`src/rtl/gray_to_rgb_mapper_if.sv`:
```
// gray_to_rgb_mapper_if
//   Handshake bundle between the gray/edge stage, the colour mapper and the RGB writer.
//   master : upstream + downstream side (drives gray/mode/thresh/valid_i and ready_i)
//   slave  : the mapper (drives ready_o and the RGB/position-tag outputs)
//   Optional OVERLAY_EN adds overlay_i / overlay_rgb_i ({R,G,B}) toward the mapper.
interface gray_to_rgb_mapper_if #(
    parameter int IN_W  = 8,
    parameter int OUT_W = 8
);
    logic [IN_W-1:0]    gray_i;
    logic               valid_i;
    logic               ready_o;
    logic [1:0]         mode_i;
    logic [IN_W-1:0]    thresh_i;
    logic [OUT_W-1:0]   red_o;
    logic [OUT_W-1:0]   green_o;
    logic [OUT_W-1:0]   blue_o;
    logic               valid_o;
    logic               ready_i;
    logic               sof_o;
    logic               eol_o;
    logic               done_o;
`ifdef OVERLAY_EN
    logic               overlay_i;
    logic [3*OUT_W-1:0] overlay_rgb_i;
`endif

    modport master (
`ifdef OVERLAY_EN
        output overlay_i, overlay_rgb_i,
`endif
        output gray_i, valid_i, mode_i, thresh_i, ready_i,
        input  ready_o, red_o, green_o, blue_o, valid_o, sof_o, eol_o, done_o
    );

    modport slave (
`ifdef OVERLAY_EN
        input  overlay_i, overlay_rgb_i,
`endif
        input  gray_i, valid_i, mode_i, thresh_i, ready_i,
        output ready_o, red_o, green_o, blue_o, valid_o, sof_o, eol_o, done_o
    );
endinterface

```
`src/rtl/gray_to_rgb_mapper.sv`:
```
// gray_to_rgb_mapper
//   Streaming gray -> RGB colour mapper, 2-stage pipeline, valid/ready on both sides.
//   Modes (latched per frame at the x=0,y=0 pixel): 0 replicate, 1 invert,
//   2 binary threshold, 3 heatmap. Output pixels carry sof/eol/done raster tags.
// Ports
//   clk  : rising-edge clock
//   rst  : synchronous active-high reset (flushes pipe, raster position to 0)
//   bus  : gray_to_rgb_mapper_if.slave (gray/mode/thresh/valid_i in, ready_o out,
//          red/green/blue/sof/eol/done/valid_o out, ready_i in)
// Optional feature: define OVERLAY_EN to add per-pixel overlay_i which replaces the
//   mapped colour with overlay_rgb_i (latched at sof) for that pixel.
module gray_to_rgb_mapper #(
    parameter int IN_W    = 8,
    parameter int OUT_W   = 8,
    parameter int FRAME_W = 640,
    parameter int FRAME_H = 480
) (
    input logic                 clk,
    input logic                 rst,
    gray_to_rgb_mapper_if.slave bus
);
    localparam int XW = $clog2(FRAME_W);
    localparam int YW = $clog2(FRAME_H);

    // Top OUT_W bits of {v,v}: bit-replication widening, identity when OUT_W == IN_W.
    function automatic logic [OUT_W-1:0] widen(input logic [IN_W-1:0] v);
        return OUT_W'({v, v} >> (2*IN_W - OUT_W));
    endfunction

    // Raster position of the next pixel to be accepted, and per-frame settings.
    logic [XW-1:0]   x;
    logic [YW-1:0]   y;
    logic [1:0]      frame_mode;
    logic [IN_W-1:0] frame_thr;

    // Stage 1: gray pixel, its tags, and the frame settings that apply to it.
    logic            s1_valid;
    logic [IN_W-1:0] s1_gray;
    logic [1:0]      s1_mode;
    logic [IN_W-1:0] s1_thr;
    logic            s1_sof, s1_eol, s1_done;

    // Stage 2: final RGB + tags (directly drive the outputs).
    logic             s2_valid;
    logic [OUT_W-1:0] s2_r, s2_g, s2_b;
    logic             s2_sof, s2_eol, s2_done;

`ifdef OVERLAY_EN
    logic [3*OUT_W-1:0] frame_ovl_rgb;
    logic               s1_ovl;
    logic [3*OUT_W-1:0] s1_ovl_rgb;
`endif

    logic s2_load, s1_load, accept;
    logic at_sof, at_eol, at_last;

    assign s2_load = !s2_valid || bus.ready_i;
    assign s1_load = !s1_valid || s2_load;
    assign accept  = bus.valid_i && s1_load;

    assign at_sof  = (x == '0) && (y == '0);
    assign at_eol  = (x == XW'(FRAME_W - 1));
    assign at_last = (y == YW'(FRAME_H - 1));

    // Colour mapping at IN_W on the stage-1 pixel.
    logic [IN_W-1:0] map_r, map_g, map_b, dbl;
    always_comb begin
        // 2g and 2(g-H) are the same value once truncated to IN_W bits,
        // so one doubled term serves both halves of the heatmap.
        dbl   = {s1_gray[IN_W-2:0], 1'b0};
        map_r = s1_gray;
        map_g = s1_gray;
        map_b = s1_gray;
        case (s1_mode)
            2'd0: ;
            2'd1: begin
                map_r = ~s1_gray;
                map_g = ~s1_gray;
                map_b = ~s1_gray;
            end
            2'd2: begin
                map_r = (s1_gray >= s1_thr) ? '1 : '0;
                map_g = map_r;
                map_b = map_r;
            end
            default: begin
                if (!s1_gray[IN_W-1]) begin
                    map_r = '0;
                    map_g = dbl;
                    map_b = ~dbl;
                end else begin
                    map_r = dbl;
                    map_g = ~dbl;
                    map_b = '0;
                end
            end
        endcase
    end

    always_ff @(posedge clk) begin
        if (rst) begin
            x          <= '0;
            y          <= '0;
            frame_mode <= '0;
            frame_thr  <= '0;
            s1_valid   <= 1'b0;
            s1_gray    <= '0;
            s1_mode    <= '0;
            s1_thr     <= '0;
            s1_sof     <= 1'b0;
            s1_eol     <= 1'b0;
            s1_done    <= 1'b0;
            s2_valid   <= 1'b0;
            s2_r       <= '0;
            s2_g       <= '0;
            s2_b       <= '0;
            s2_sof     <= 1'b0;
            s2_eol     <= 1'b0;
            s2_done    <= 1'b0;
`ifdef OVERLAY_EN
            frame_ovl_rgb <= '0;
            s1_ovl        <= 1'b0;
            s1_ovl_rgb    <= '0;
`endif
        end else begin
            if (accept) begin
                if (at_eol) begin
                    x <= '0;
                    y <= at_last ? '0 : y + YW'(1);
                end else begin
                    x <= x + XW'(1);
                end
                if (at_sof) begin
                    frame_mode <= bus.mode_i;
                    frame_thr  <= bus.thresh_i;
`ifdef OVERLAY_EN
                    frame_ovl_rgb <= bus.overlay_rgb_i;
`endif
                end
            end

            if (s1_load) begin
                s1_valid <= bus.valid_i;
                s1_gray  <= bus.gray_i;
                // The sof pixel uses the live settings; the rest of the frame the latched ones.
                s1_mode  <= at_sof ? bus.mode_i   : frame_mode;
                s1_thr   <= at_sof ? bus.thresh_i : frame_thr;
                s1_sof   <= at_sof;
                s1_eol   <= at_eol;
                s1_done  <= at_eol && at_last;
`ifdef OVERLAY_EN
                s1_ovl     <= bus.overlay_i;
                s1_ovl_rgb <= at_sof ? bus.overlay_rgb_i : frame_ovl_rgb;
`endif
            end

            if (s2_load) begin
                s2_valid <= s1_valid;
                s2_sof   <= s1_valid && s1_sof;
                s2_eol   <= s1_valid && s1_eol;
                s2_done  <= s1_valid && s1_done;
`ifdef OVERLAY_EN
                if (s1_ovl) begin
                    s2_r <= s1_ovl_rgb[3*OUT_W-1 -: OUT_W];
                    s2_g <= s1_ovl_rgb[2*OUT_W-1 -: OUT_W];
                    s2_b <= s1_ovl_rgb[OUT_W-1:0];
                end else begin
                    s2_r <= widen(map_r);
                    s2_g <= widen(map_g);
                    s2_b <= widen(map_b);
                end
`else
                s2_r <= widen(map_r);
                s2_g <= widen(map_g);
                s2_b <= widen(map_b);
`endif
            end
        end
    end

    assign bus.ready_o = s1_load;
    assign bus.valid_o = s2_valid;
    assign bus.red_o   = s2_r;
    assign bus.green_o = s2_g;
    assign bus.blue_o  = s2_b;
    assign bus.sof_o   = s2_sof;
    assign bus.eol_o   = s2_eol;
    assign bus.done_o  = s2_done;
endmodule

```
`src/flat_wrapper.sv`:
```
// flat-port wrapper written by rule: the top's interface ports become plain ports
module gray_to_rgb_mapper_flat 
#(
    parameter int IN_W    = 8,
    parameter int OUT_W   = 8,
    parameter int FRAME_W = 640,
    parameter int FRAME_H = 480
)
  (clk, rst, bus_gray_i, bus_valid_i, bus_mode_i, bus_thresh_i, bus_ready_i, bus_ready_o, bus_red_o, bus_green_o, bus_blue_o, bus_valid_o, bus_sof_o, bus_eol_o, bus_done_o);
  gray_to_rgb_mapper_if #(.IN_W(IN_W), .OUT_W(OUT_W)) bus_i ();
  input logic clk;
  input logic rst;
  input wire logic [$bits(bus_i.gray_i)-1:0] bus_gray_i;
  input wire logic [$bits(bus_i.valid_i)-1:0] bus_valid_i;
  input wire logic [$bits(bus_i.mode_i)-1:0] bus_mode_i;
  input wire logic [$bits(bus_i.thresh_i)-1:0] bus_thresh_i;
  input wire logic [$bits(bus_i.ready_i)-1:0] bus_ready_i;
  output wire logic [$bits(bus_i.ready_o)-1:0] bus_ready_o;
  output wire logic [$bits(bus_i.red_o)-1:0] bus_red_o;
  output wire logic [$bits(bus_i.green_o)-1:0] bus_green_o;
  output wire logic [$bits(bus_i.blue_o)-1:0] bus_blue_o;
  output wire logic [$bits(bus_i.valid_o)-1:0] bus_valid_o;
  output wire logic [$bits(bus_i.sof_o)-1:0] bus_sof_o;
  output wire logic [$bits(bus_i.eol_o)-1:0] bus_eol_o;
  output wire logic [$bits(bus_i.done_o)-1:0] bus_done_o;
  assign bus_i.gray_i = bus_gray_i;
  assign bus_i.valid_i = bus_valid_i;
  assign bus_i.mode_i = bus_mode_i;
  assign bus_i.thresh_i = bus_thresh_i;
  assign bus_i.ready_i = bus_ready_i;
  assign bus_ready_o = bus_i.ready_o;
  assign bus_red_o = bus_i.red_o;
  assign bus_green_o = bus_i.green_o;
  assign bus_blue_o = bus_i.blue_o;
  assign bus_valid_o = bus_i.valid_o;
  assign bus_sof_o = bus_i.sof_o;
  assign bus_eol_o = bus_i.eol_o;
  assign bus_done_o = bus_i.done_o;
  gray_to_rgb_mapper #(.IN_W(IN_W), .OUT_W(OUT_W), .FRAME_W(FRAME_W), .FRAME_H(FRAME_H)) u_core (.clk(clk), .rst(rst), .bus(bus_i));
endmodule
```
`config.mk`:
```
export PLATFORM = sky130hd
export DESIGN_NAME = gray_to_rgb_mapper_flat
export DESIGN_NICKNAME = d
export VERILOG_FILES = /design/src/rtl/gray_to_rgb_mapper_if.sv /design/src/rtl/gray_to_rgb_mapper.sv /design/src/flat_wrapper.sv
export SDC_FILE = /design/constraint.sdc
export NUM_CORES = 1
export LEC_CHECK = 0
export ABC_AREA = 0
export BUFFER_PORTS_ARGS = -buffer_cell sky130_fd_sc_hd__buf_2
export CORE_UTILIZATION = 49
export DETAILED_ROUTE_END_ITERATION = 16
export PLACE_DENSITY = 0.75
export SLEW_MARGIN = 20
export SYNTH_ARGS = -nofsm -noshare
export SYNTH_HDL_FRONTEND = slang
export SYNTH_SLANG_ARGS = --single-unit
export TNS_END_PERCENT = 50
```
`constraint.sdc`:
```
create_clock -name clk -period 2.44 [get_ports clk]
set_clock_uncertainty 0.2 [all_clocks]
set_input_delay 0.122 -clock clk [delete_from_list [all_inputs] [get_ports clk]]
set_output_delay 0.122 -clock clk [all_outputs]
set_load 0.02 [all_outputs]
```
==> results.txt, run 1 <==
Drt pass-1 iters -> 4
Relative slew slack -> 41.91%
Setup violators final -> 0
Area leader, netlist -> dfxtp_1
Worst reg2reg path startpoint -> u_core.bus.valid_o
CTS buffer count -> 9
Share of layout cells above drive strength 1 -> 16.05%
Root Buffer -> clkbuf_8
WL final -> 9686 um
DIE WIDTH -> 91.76 um
Crit Path Category -> register to register
WL/cell -> 15.04 um
Worst setup SP type -> register
Peak supply drop -> 313.4 uV
Global route overflow -> 0
Tot GR Track Use -> 23.80%
H-Tree Depth -> 3
CTS tree -> built
Post-synth cell types -> 47
Pwr Density -> 658.5 nW/um2
Core Box Area -> 7767 um2
Number of cells after detailed placement -> 609
Req. time, crit path -> 2.53 ns
Crit path DAT -> 2.31 ns
Slowest Stage Delay on Critical Path -> 0.59 ns
Area grow syn2layout -> 18.54%
Nets -> 586
Die Y -> 91.76 um
GP Congestion -> 0.8917
Pin count of the biggest net entering global routing -> 47
Drt initial violations -> 183
First-pass GRT wire length -> 16070 um
Leakage -> 0.001871 uW
CP Capture Point -> u_core.y[6]
Outcome -> completed
Number of diodes -> 0
Max cap viols -> 0
Syn_nets -> 527
Synth top area cells -> dfxtp_1, ha_1, a21oi_1
Post-route insts no fill -> 644
DRC Markers -> 0
Core Rows -> 32
Share of the yosys chip area belonging to registers -> 40.06%
Crit-path slowest cell -> or4_1
Die area -> 8419 um2
Clk sinks -> 79
Mapped cell area -> 3948 um2
Crit. End Element -> register
Gate Count Post-Synth -> 479
Worst Tran Pin Value -> 0.8705 ns
Port bufs -> 50
Post-DP HPWL -> 6494 um
Number of synthesized register bits -> 79
Final period util -> 91.15%
Final Total Pwr -> 3082 uW
Hold/Removal Path Class -> input port to register
Starting Density -> 50.82%
Syn_area_per_cell -> 8.241 um2
Critical path fanouts, max -> 18
Vias in the first global route -> 3366
Final ANT Viol Nets -> 0
Maximum clock rate -> 449.6 MHz
Antenna violations before repair -> 0
Fin. max-slew vios -> 0
Deepest clock path buffer count -> 2
R2R setup slack -> 0.22 ns
Clock slew at reported path FFs -> 0.08 ns
CP Launch Point -> u_core.bus.valid_o
Primary FF master, synth -> dfxtp_1
RSZ-0062 raised after global routing -> false
Worst Reg-to-Reg Cells -> 6
Synth top area share -> 40.06%
RR Endpoint -> u_core.y[6]
Crit path cell chain -> nor2b_4, and2_4, inv_2, nand2_1, or4_1, a21oi_1
Hold Fails Final Rpt -> 0
Vias per cell -> 5.798
Tmin final -> 2.224 ns
# IOs -> 51
Post-synth EDFFs -> 0
Via count -> 3734
Synth warn -> 0
Clk_lat worst skew -> 0.35 ns
Setup TNS -> 0 ns
FFs w/ async S/R, synth -> 0%
## final cells by class
type	instances	area, um2
multi-input combinational	341	2112
tap	102	127.6
clock inverter	5	82.58
fill	697	3088
sequential	79	1582
clock buffer	10	137.6
inverter	24	90.09
timing repair buffer	83	548.0
## worst min path at each step
| stage | startpoint | to | slack, ns | cells after the start |
|---|---|---|---|---|
| 2_1_floorplan | bus_gray_i[0] | u_core.s1_gray[0] | 0.06 | 2 |
| 3_3_place_gp | bus_gray_i[6] | u_core.s1_gray[6] | 0.17 | 3 |
| 3_5_place_dp | bus_gray_i[6] | u_core.s1_gray[6] | 0.18 | 3 |
| 4_1_cts | rst | u_core.s1_valid | 0.11 | 3 |
| 5_1_grt | rst | u_core.bus.valid_o | 0.15 | 3 |
| 6_report | rst | u_core.s1_valid | 0.12 | 3 |
## critical path: cells and delay by family (launching register included)
| family | cells | cell delay, ns |
|---|---|---|
| AND/OR/NAND/NOR | 4 | 1.24 |
| flip-flops | 1 | 0.33 |
| buffers and inverters | 1 | 0.24 |
| AO/OA/AOI/OAI | 1 | 0.15 |
## per-stage QoR
| step | worst slack [ns] | util (%) | hold slack (ns) | cell area, um2 |
|---|---|---|---|---|
| final | 0.2160 | 60.24 | 0.1162 | 4679 |
| after global placement | 0.3038 | 54.83 | 0.1745 | 4259 |
| after detailed placement | 0.2364 | 54.83 | 0.1844 | 4259 |
| after CTS | 0.2146 | 60.24 | 0.1098 | 4679 |
| after global routing | 0.07228 | 60.24 | 0.1518 | 4679 |
| after floorplan | 0.4701 | - | 0.06245 | 3948 |
## cells by family after synthesis
group           after synthesis  synth area share, %
compound gates              158                23.11
simple gates                143                19.02
flops                        79                40.06
buf+inv                      59                6.434
fa+ha+maj                    26                8.241
xor+xnor                     13                2.884
mux                           1               0.2536
## layout by cell type, fill, tap and decap left out, types with 2 or more instances in the layout
cell | synthesis | routed
dfxtp_1 | 79 | 79
a21oi_1 | 57 | 57
o21ai_0 | 50 | 50
buf_2 | 20 | 50
nor2_1 | 35 | 35
nand2_1 | 34 | 34
ha_1 | 26 | 26
a31oi_1 | 24 | 24
inv_1 | 23 | 23
nand3_1 | 22 | 22
dlygate4sd3_1 | 0 | 20
nand4_1 | 17 | 17
buf_4 | 0 | 13
a311oi_1 | 11 | 11
clkbuf_8 | 0 | 10
xnor2_1 | 9 | 9
nand2b_1 | 4 | 4
o31ai_1 | 4 | 4
and2_1 | 4 | 4
nor4_1 | 4 | 4
xor2_1 | 4 | 4
and4_1 | 3 | 3
and3_1 | 3 | 3
or4_1 | 3 | 3
or3_1 | 3 | 3
clkinvlp_4 | 0 | 3
nor4_2 | 2 | 2
o211ai_1 | 2 | 2
a32o_1 | 2 | 2
bufinv_16 | 0 | 2
## synthesized netlist by cell type (9+ instances only)
library cell	number
nand2_1	34
buf_2	20
nand3_1	22
a21oi_1	57
a31oi_1	24
o21ai_0	50
xnor2_1	9
nor2_1	35
inv_1	23
a311oi_1	11
dfxtp_1	79
ha_1	26
clkbuf_1	13
nand4_1	17
## layer usage
layer / track usage, % / up-vias / wire length [um]
li1: - / 1855 / -
met1: 30.25 / 1736 / 4350
met2: 39.60 / 123 / 4641
met3: 3.648 / 20 / 449
met4: 11.20 / 0 / 244
met5: 0 / - / 0
## state kept, by name, summed over array words and instances (netlist names)
| register | flops |
|---|---|
| u_core.s1_sof | 1 |
| u_core.bus.red_o | 8 |
| u_core.x | 10 |
| u_core.s1_done | 1 |
| u_core.frame_mode | 2 |
| u_core.s1_mode | 2 |
| u_core.y | 9 |
| u_core.bus.eol_o | 1 |
| u_core.s1_eol | 1 |
| u_core.bus.blue_o | 8 |
| u_core.s1_valid | 1 |
| u_core.bus.done_o | 1 |
| u_core.frame_thr | 8 |
| u_core.bus.green_o | 8 |
| u_core.s1_gray | 8 |
| u_core.s1_thr | 8 |
| u_core.bus.sof_o | 1 |
| u_core.bus.valid_o | 1 |
## timing repair
| action | 4_1_cts | 5_1_grt |
|---|---|---|
| resized for setup | 0 | 0 |
| hold buffers | 20 | 0 |
| hold endpoints to repair | 33 | 0 |
| setup buffers | 0 | 0 |
## report_power, final
| part | internal (uW) | switching (uW) | total, uW |
|---|---|---|---|
| clock network | 598 | 489 | 1090 |
| registers | 1390 | 59.3 | 1450 |
| logic | 217 | 330 | 547 |
| total | 2200 | 878 | 3080 |
Power figures use the tool's default switching activity.
==> run 2, diff against run 1 <==
--- a/config.mk
+++ b/config.mk
@@ -9,7 +9,7 @@
 export BUFFER_PORTS_ARGS = -buffer_cell sky130_fd_sc_hd__buf_2
 export CORE_UTILIZATION = 49
 export DETAILED_ROUTE_END_ITERATION = 16
-export PLACE_DENSITY = 0.75
+export PLACE_DENSITY = 0.69
 export SLEW_MARGIN = 20
 export SYNTH_ARGS = -nofsm -noshare
 export SYNTH_HDL_FRONTEND = slang
==> run 2 against run 1 <==
  * First-iteration DRC count down 25%
  * Die area unchanged
  * Clock power down 5%
  * Via count down 2.1%
  * Sequential share of layout area up 0.072 points
  * Critical endpoint is now u_core.y[4]
==> results.txt, run 2 (synthesis results as in run 1) <==
Critical path fanouts, max -> 13 (was 18)
Clock slew at reported path FFs -> 0.08 ns (about the same)
Global route overflow -> 0 (unchanged)
Leakage -> 0.001874 uW (was 0.001871 uW)
Worst Tran Pin Value -> 0.8178 ns (was 0.8705 ns)
Req. time, crit path -> 2.52 ns (was 2.53 ns)
Worst setup SP type -> input port (was register)
Tot GR Track Use -> 23.64% (was 23.80%)
Clk sinks -> 79 (unchanged)
Setup violators final -> 0 (unchanged)
First-pass GRT wire length -> 16040 um (was 16070 um)
Int Pwr -> 2171 uW (was 2203 uW)
Crit. End Element -> register (unchanged)
Outcome -> completed (unchanged)
CTS resizes -> 0 (unchanged)
Number of cells after detailed placement -> 609 (unchanged)
H-Tree Depth -> 3 (unchanged)
P_sw -> 849.8 uW (was 878.2 uW)
Nets -> 586 (unchanged)
CTS buffer count -> 9 (unchanged)
RSZ-0062 raised after global routing -> false (unchanged)
Tmin final -> 2.113 ns (was 2.224 ns)
WL/cell -> 14.57 um (was 15.04 um)
Most flop-heavy register -> u_core.x (unchanged)
Final period util -> 86.61% (was 91.15%)
Setup TNS -> 0 ns (unchanged)
Crit-path slowest cell -> or4_1 (unchanged)
Die Y -> 91.76 um (unchanged)
Slowest Stage Delay on Critical Path -> 0.58 ns (was 0.59 ns)
Vias per cell -> 5.679 (was 5.798)
Port bufs -> 50 (unchanged)
Part of the power in registers -> 48.1% (was 47.0%)
# IOs -> 51 (unchanged)
Most common cell after layout, fill and taps aside -> dfxtp_1 (unchanged)
Fin. max-slew vios -> 0 (unchanged)
Via count -> 3657 (was 3734)
Core Rows -> 32 (unchanged)
Switching share of total power -> 28.13% (was 28.50%)
Hold Fails Final Rpt -> 0 (unchanged)
Antenna violations before repair -> 0 (unchanged)
Root Buffer -> clkbuf_8 (unchanged)
Final ANT Viol Nets -> 0 (unchanged)
Pin count of the biggest net entering global routing -> 47 (unchanged)
Drt pass-1 iters -> 4 (unchanged)
Hold/Removal Path Class -> input port to register (unchanged)
GP Congestion -> 0.9038 (was 0.8917)
R2R setup slack -> 0.33 ns (was 0.22 ns)
Combinational Power Share -> 17.5% (was 17.7%)
Drt initial violations -> 137 (was 183)
Post-route insts no fill -> 644 (unchanged)
Maximum clock rate -> 473.2 MHz (was 449.6 MHz)
DRC Markers -> 0 (unchanged)
Vias in the first global route -> 3446 (was 3366)
Clk_lat worst skew -> 0.35 ns (about the same)
Area grow syn2layout -> 18.29% (was 18.54%)
Pwr Density -> 647.0 nW/um2 (was 658.5 nW/um2)
Deepest clock path buffer count -> 2 (unchanged)
DIE WIDTH -> 91.76 um (unchanged)
Crit path cell chain -> dlygate4sd3_1, buf_2, nor2b_4, and2_4, inv_2, nand2_1, or4_1, a21oi_1 (was nor2b_4, and2_4, inv_2, nand2_1, or4_1, a21oi_1)
Share of layout cells above drive strength 1 -> 16.05% (unchanged)
Commonest non-fill, non-tap cells in the layout -> dfxtp_1, a21oi_1, o21ai_0, buf_2, nor2_1 (unchanged)
Crit Path Category -> input port to register (was register to register)
Starting Density -> 50.82% (unchanged)
Max cap viols -> 0 (unchanged)
WL final -> 9386 um (was 9686 um)
Top flop regs -> u_core.x x10, u_core.y x9 (unchanged)
Number of diodes -> 0 (unchanged)
Relative slew slack -> 45.42% (was 41.91%)
Post-DP HPWL -> 6543 um (was 6494 um)
Clock share of power -> 34.4% (was 35.3%)
CTS tree -> built (unchanged)
Fill cell total of the finished layout -> 712 (was 697)
Peak supply drop -> 387.8 uV (was 313.4 uV)
Max FFs per register -> 10 (unchanged)
Core Box Area -> 7767 um2 (unchanged)
Die area -> 8419 um2 (unchanged)
Crit path DAT -> 2.19 ns (was 2.31 ns)
[run 2: cell count changes in the layout (fill, tap and decap cells not counted), sizes merged]
cell	previous run	this run
clkbuf	10	9
clkinv	0	3
clkinvlp	3	1
[run 2: path summary, 6_finish.rpt]
path	cells after the start	from	end
max reg2reg	7	u_core.s1_gray[0]	u_core.bus.green_o[1]
max	8	bus_ready_i	u_core.y[4]
min	3	rst	u_core.bus.valid_o
min reg2reg	2	u_core.bus.done_o	u_core.bus.done_o
[run 2: per-layer routing]
metal / share of wire, % / up-vias / GRT usage, %
met5: 0 / - / 0
met4: 1.9 / 0 / 8.203
met3: 5.1 / 16 / 5.721
met2: 50 / 112 / 41.29
met1: 43 / 1673 / 28.27
li1: - / 1856 / -
[run 2: through the flow]
step           power, uW  area (um2)  util [%]  worst slack, ns  hold WS (ns)
2_1_floorplan       1836        3948         -           0.4701       0.06245
4_1_cts             3050        4669     60.12           0.3271        0.1108
5_1_grt             3186        4669     60.12           0.1819        0.1256
6_report            3021        4669     60.12           0.3267        0.1214
3_5_place_dp        1988        4259     54.83           0.3479        0.1747
3_3_place_gp        1975        4259     54.83           0.3954        0.1714
[run 2: layout make-up]
cell class              instances  area [um2]  area share, %
multi-input cells             341        2112          45.23
flip-flops and latches         79        1582          33.87
repair buffers                 83       548.0          11.74
well taps                     102       127.6          2.733
clock buffers                   9       123.9          2.653
inverters                      24       90.09          1.929
clock inverters                 6       86.33          1.849
[run 2: power groups by stage]
| stage | sequential, uW | combinational (uW) | clock, uW |
|---|---|---|---|
| 6_report | 1450 | 530 | 1040 |
| 2_1_floorplan | 1530 | 302 | 0 |
| 5_1_grt | 1470 | 593 | 1130 |
| 4_1_cts | 1450 | 532 | 1060 |
| 3_5_place_dp | 1480 | 505 | 0 |
| 3_3_place_gp | 1480 | 496 | 0 |
[run 2: worst max-delay path: cells and delay by family]
kind	cells	cell delay [ns]
buf+inv	3	0.81
compound gates	1	0.16
simple gates	4	1.09
[run 2: what timing repair did]
item / in CTS / in global routing
hold buffers: 20 / 0
endpoints found under the hold margin: 35 / 0
buffers inserted: 0 / 0
==> run 3, diff against run 2 <==
--- a/config.mk
+++ b/config.mk
@@ -8,6 +8,7 @@
 export ABC_AREA = 0
 export BUFFER_PORTS_ARGS = -buffer_cell sky130_fd_sc_hd__buf_2
 export CORE_UTILIZATION = 49
+export CTS_BUF_LIST = sky130_fd_sc_hd__clkbuf_16
 export DETAILED_ROUTE_END_ITERATION = 16
 export PLACE_DENSITY = 0.69
 export SLEW_MARGIN = 20
==> run 3 against run 2 <==
  * Count of clock-buffer cells in the layout is the same
  * Die area is the same
  * Register-to-register slack lost 0.06 ns
  * Critical path depth shrank 1
  * Clock power grew 35%
  * First-iteration DRC count grew 3.6%
  * Maximum frequency shrank 2.7%
  * Design area grew 2.2%
  * Sequential share of layout area shrank 0.72 points
  * Worst hold slack gained 0.020 ns
  * Largest power group unchanged
  * Highest routed layer unchanged
==> results.txt, run 3 (synthesis results as in run 1) <==
Outcome -> completed (unchanged)
Slowest Stage Delay on Critical Path -> 0.41 ns (was 0.58 ns)
Clk_lat worst skew -> 0.33 ns (was 0.35 ns)
WL/cell -> 14.95 um (was 14.57 um)
Area of the multi-input gates -> 2112 um2 (unchanged)
CTS tree -> built (unchanged)
Worst Min Path Start -> rst (unchanged)
Setup violators final -> 0 (unchanged)
Hold Fails Final Rpt -> 0 (unchanged)
Drt initial violations -> 142 (was 137)
Starting Density -> 50.82% (unchanged)
Final Total Pwr -> 3391 uW (was 3021 uW)
Via count -> 3670 (was 3657)
First-pass GRT wire length -> 16400 um (was 16040 um)
Most common cell after layout, fill and taps aside -> dfxtp_1 (unchanged)
Die Y -> 91.76 um (unchanged)
Tmin final -> 2.171 ns (was 2.113 ns)
Clk sinks -> 79 (unchanged)
Max cap viols -> 0 (unchanged)
Final ANT Viol Nets -> 0 (unchanged)
Hold Buf Count CTS -> 20 (unchanged)
DRC Markers -> 0 (unchanged)
CTS resizes -> 0 (unchanged)
Critical path fanouts, max -> 24 (was 13)
GP Congestion -> 0.9038 (unchanged)
# IOs -> 51 (unchanged)
CTS buffer count -> 9 (unchanged)
Setup TNS -> 0 ns (unchanged)
Cells on Worst Hold Path -> 3 (unchanged)
Share of layout cells above drive strength 1 -> 16.05% (unchanged)
R2R setup slack -> 0.27 ns (was 0.33 ns)
Max FFs per register -> 10 (unchanged)
Maximum clock rate -> 460.6 MHz (was 473.2 MHz)
Post-DP HPWL -> 6543 um (unchanged)
Root Buffer -> clkbuf_16 (was clkbuf_8)
Setup slack at placement -> 0.3479 ns (unchanged)
Pwr Density -> 710.9 nW/um2 (was 647.0 nW/um2)
Fin. max-slew vios -> 0 (unchanged)
Vias in the first global route -> 3550 (was 3446)
Setup bufs post-CTS -> 0 (unchanged)
Post-Route Utilization -> 61.42% (was 60.12%)
Number of cells after detailed placement -> 609 (unchanged)
WL final -> 9627 um (was 9386 um)
Leakage -> 0.001920 uW (was 0.001874 uW)
Vias per cell -> 5.699 (was 5.679)
Post-route insts no fill -> 644 (unchanged)
Worst reg2reg path startpoint -> u_core.s1_gray[0] (unchanged)
Pin count of the biggest net entering global routing -> 47 (unchanged)
Die area -> 8419 um2 (unchanged)
Crit path cell chain -> inv_1, ha_1, nand2b_1, a2111oi_0, nand4b_1, buf_4, a31oi_1 (was dlygate4sd3_1, buf_2, nor2b_4, and2_4, inv_2, nand2_1, or4_1, a21oi_1)
Storage cell area -> 1582 um2 (unchanged)
Worst setup SP type -> register (was input port)
Crit path DAT -> 2.17 ns (was 2.19 ns)
Clock slew at reported path FFs -> 0.06 ns (was 0.08 ns)
Number of diodes -> 0 (unchanged)
Hold/Removal Path Class -> input port to register (unchanged)
Final period util -> 88.98% (was 86.61%)
Antenna violations before repair -> 0 (unchanged)
Fill cell total of the finished layout -> 705 (was 712)
Core Box Area -> 7767 um2 (unchanged)
H-Tree Depth -> 3 (unchanged)
Crit Path Category -> register to register (was input port to register)
Core Rows -> 32 (unchanged)
RR Endpoint -> u_core.bus.green_o[1] (unchanged)
RSZ-0062 raised after global routing -> false (unchanged)
Area grow syn2layout -> 20.86% (was 18.29%)
Tot GR Track Use -> 24.09% (was 23.64%)
Nets -> 586 (unchanged)
Req. time, crit path -> 2.44 ns (was 2.52 ns)
Worst Reg-to-Reg Cells -> 7 (unchanged)
Crit. End Element -> register (unchanged)
Relative slew slack -> 45.72% (was 45.42%)
Crit-path slowest cell -> a2111oi_0 (was or4_1)
Commonest non-fill, non-tap cells in the layout -> dfxtp_1, a21oi_1, o21ai_0, buf_2, nor2_1 (unchanged)
Most flop-heavy register -> u_core.x (unchanged)
Setup slack after layout -> 0.2688 ns (was 0.3267 ns)
Port bufs -> 50 (unchanged)
Drt pass-1 iters -> 5 (was 4)
Global route overflow -> 0 (unchanged)
Peak supply drop -> 472.9 uV (was 387.8 uV)
Worst Tran Pin Value -> 0.8133 ns (was 0.8178 ns)
Worst hold endpoint -> u_core.bus.valid_o (unchanged)
Deepest clock path buffer count -> 2 (unchanged)
DIE WIDTH -> 91.76 um (unchanged)
Top flop regs -> u_core.x x10, u_core.y x9 (unchanged)
-- run 3: critical path, delay by kind of cell, from the launching register on --
family          cells  cell delay (ns)
compound gates      2             0.54
flops               1             0.39
buf+inv             2             0.35
fa+ha+maj           1             0.27
simple gates        2             0.29
-- run 3: worst max-delay path by stage --
stage	start	to	cells after the start
3_5_place_dp	u_core.s1_gray[0]	u_core.bus.green_o[1]	7
3_3_place_gp	u_core.s1_gray[0]	u_core.bus.green_o[3]	7
2_1_floorplan	u_core.s1_gray[0]	u_core.bus.blue_o[4]	7
6_report	u_core.s1_gray[0]	u_core.bus.green_o[1]	7
5_1_grt	u_core.s1_gray[0]	u_core.bus.red_o[6]	7
4_1_cts	u_core.s1_gray[0]	u_core.bus.green_o[1]	7
-- run 3: per-stage QoR --
stage | hold WS [ns] | area (um2)
2_1_floorplan | 0.06245 | 3948
3_3_place_gp | 0.1714 | 4259
3_5_place_dp | 0.1747 | 4259
4_1_cts | 0.1363 | 4771
5_1_grt | 0.1650 | 4771
6_report | 0.1417 | 4771
-- run 3: power breakdown --
part	total, uW	switching, uW	internal (uW)
clock network	1400	513	887
registers	1460	65.7	1390
logic	535	320	215
total	3390	899	2490
-- run 3: cell type report --
type                       instances  share of cell area, %
timing repair buffer              83                  11.49
clock inverter                     6                  1.810
inverter                          24                  1.888
sequential                        79                  33.15
clock buffer                       9                  4.721
tap                              102                  2.675
multi-input combinational        341                  44.27
-- run 3: routing by layer --
| layer | global-route usage, % | vias to the layer above | wire (um) |
|---|---|---|---|
| li1 | - | 1858 | - |
| met1 | 28.56 | 1685 | 4061 |
| met2 | 42.48 | 110 | 4890 |
| met3 | 5.224 | 17 | 493 |
| met4 | 9.115 | 0 | 182 |
| met5 | 0 | - | 0 |
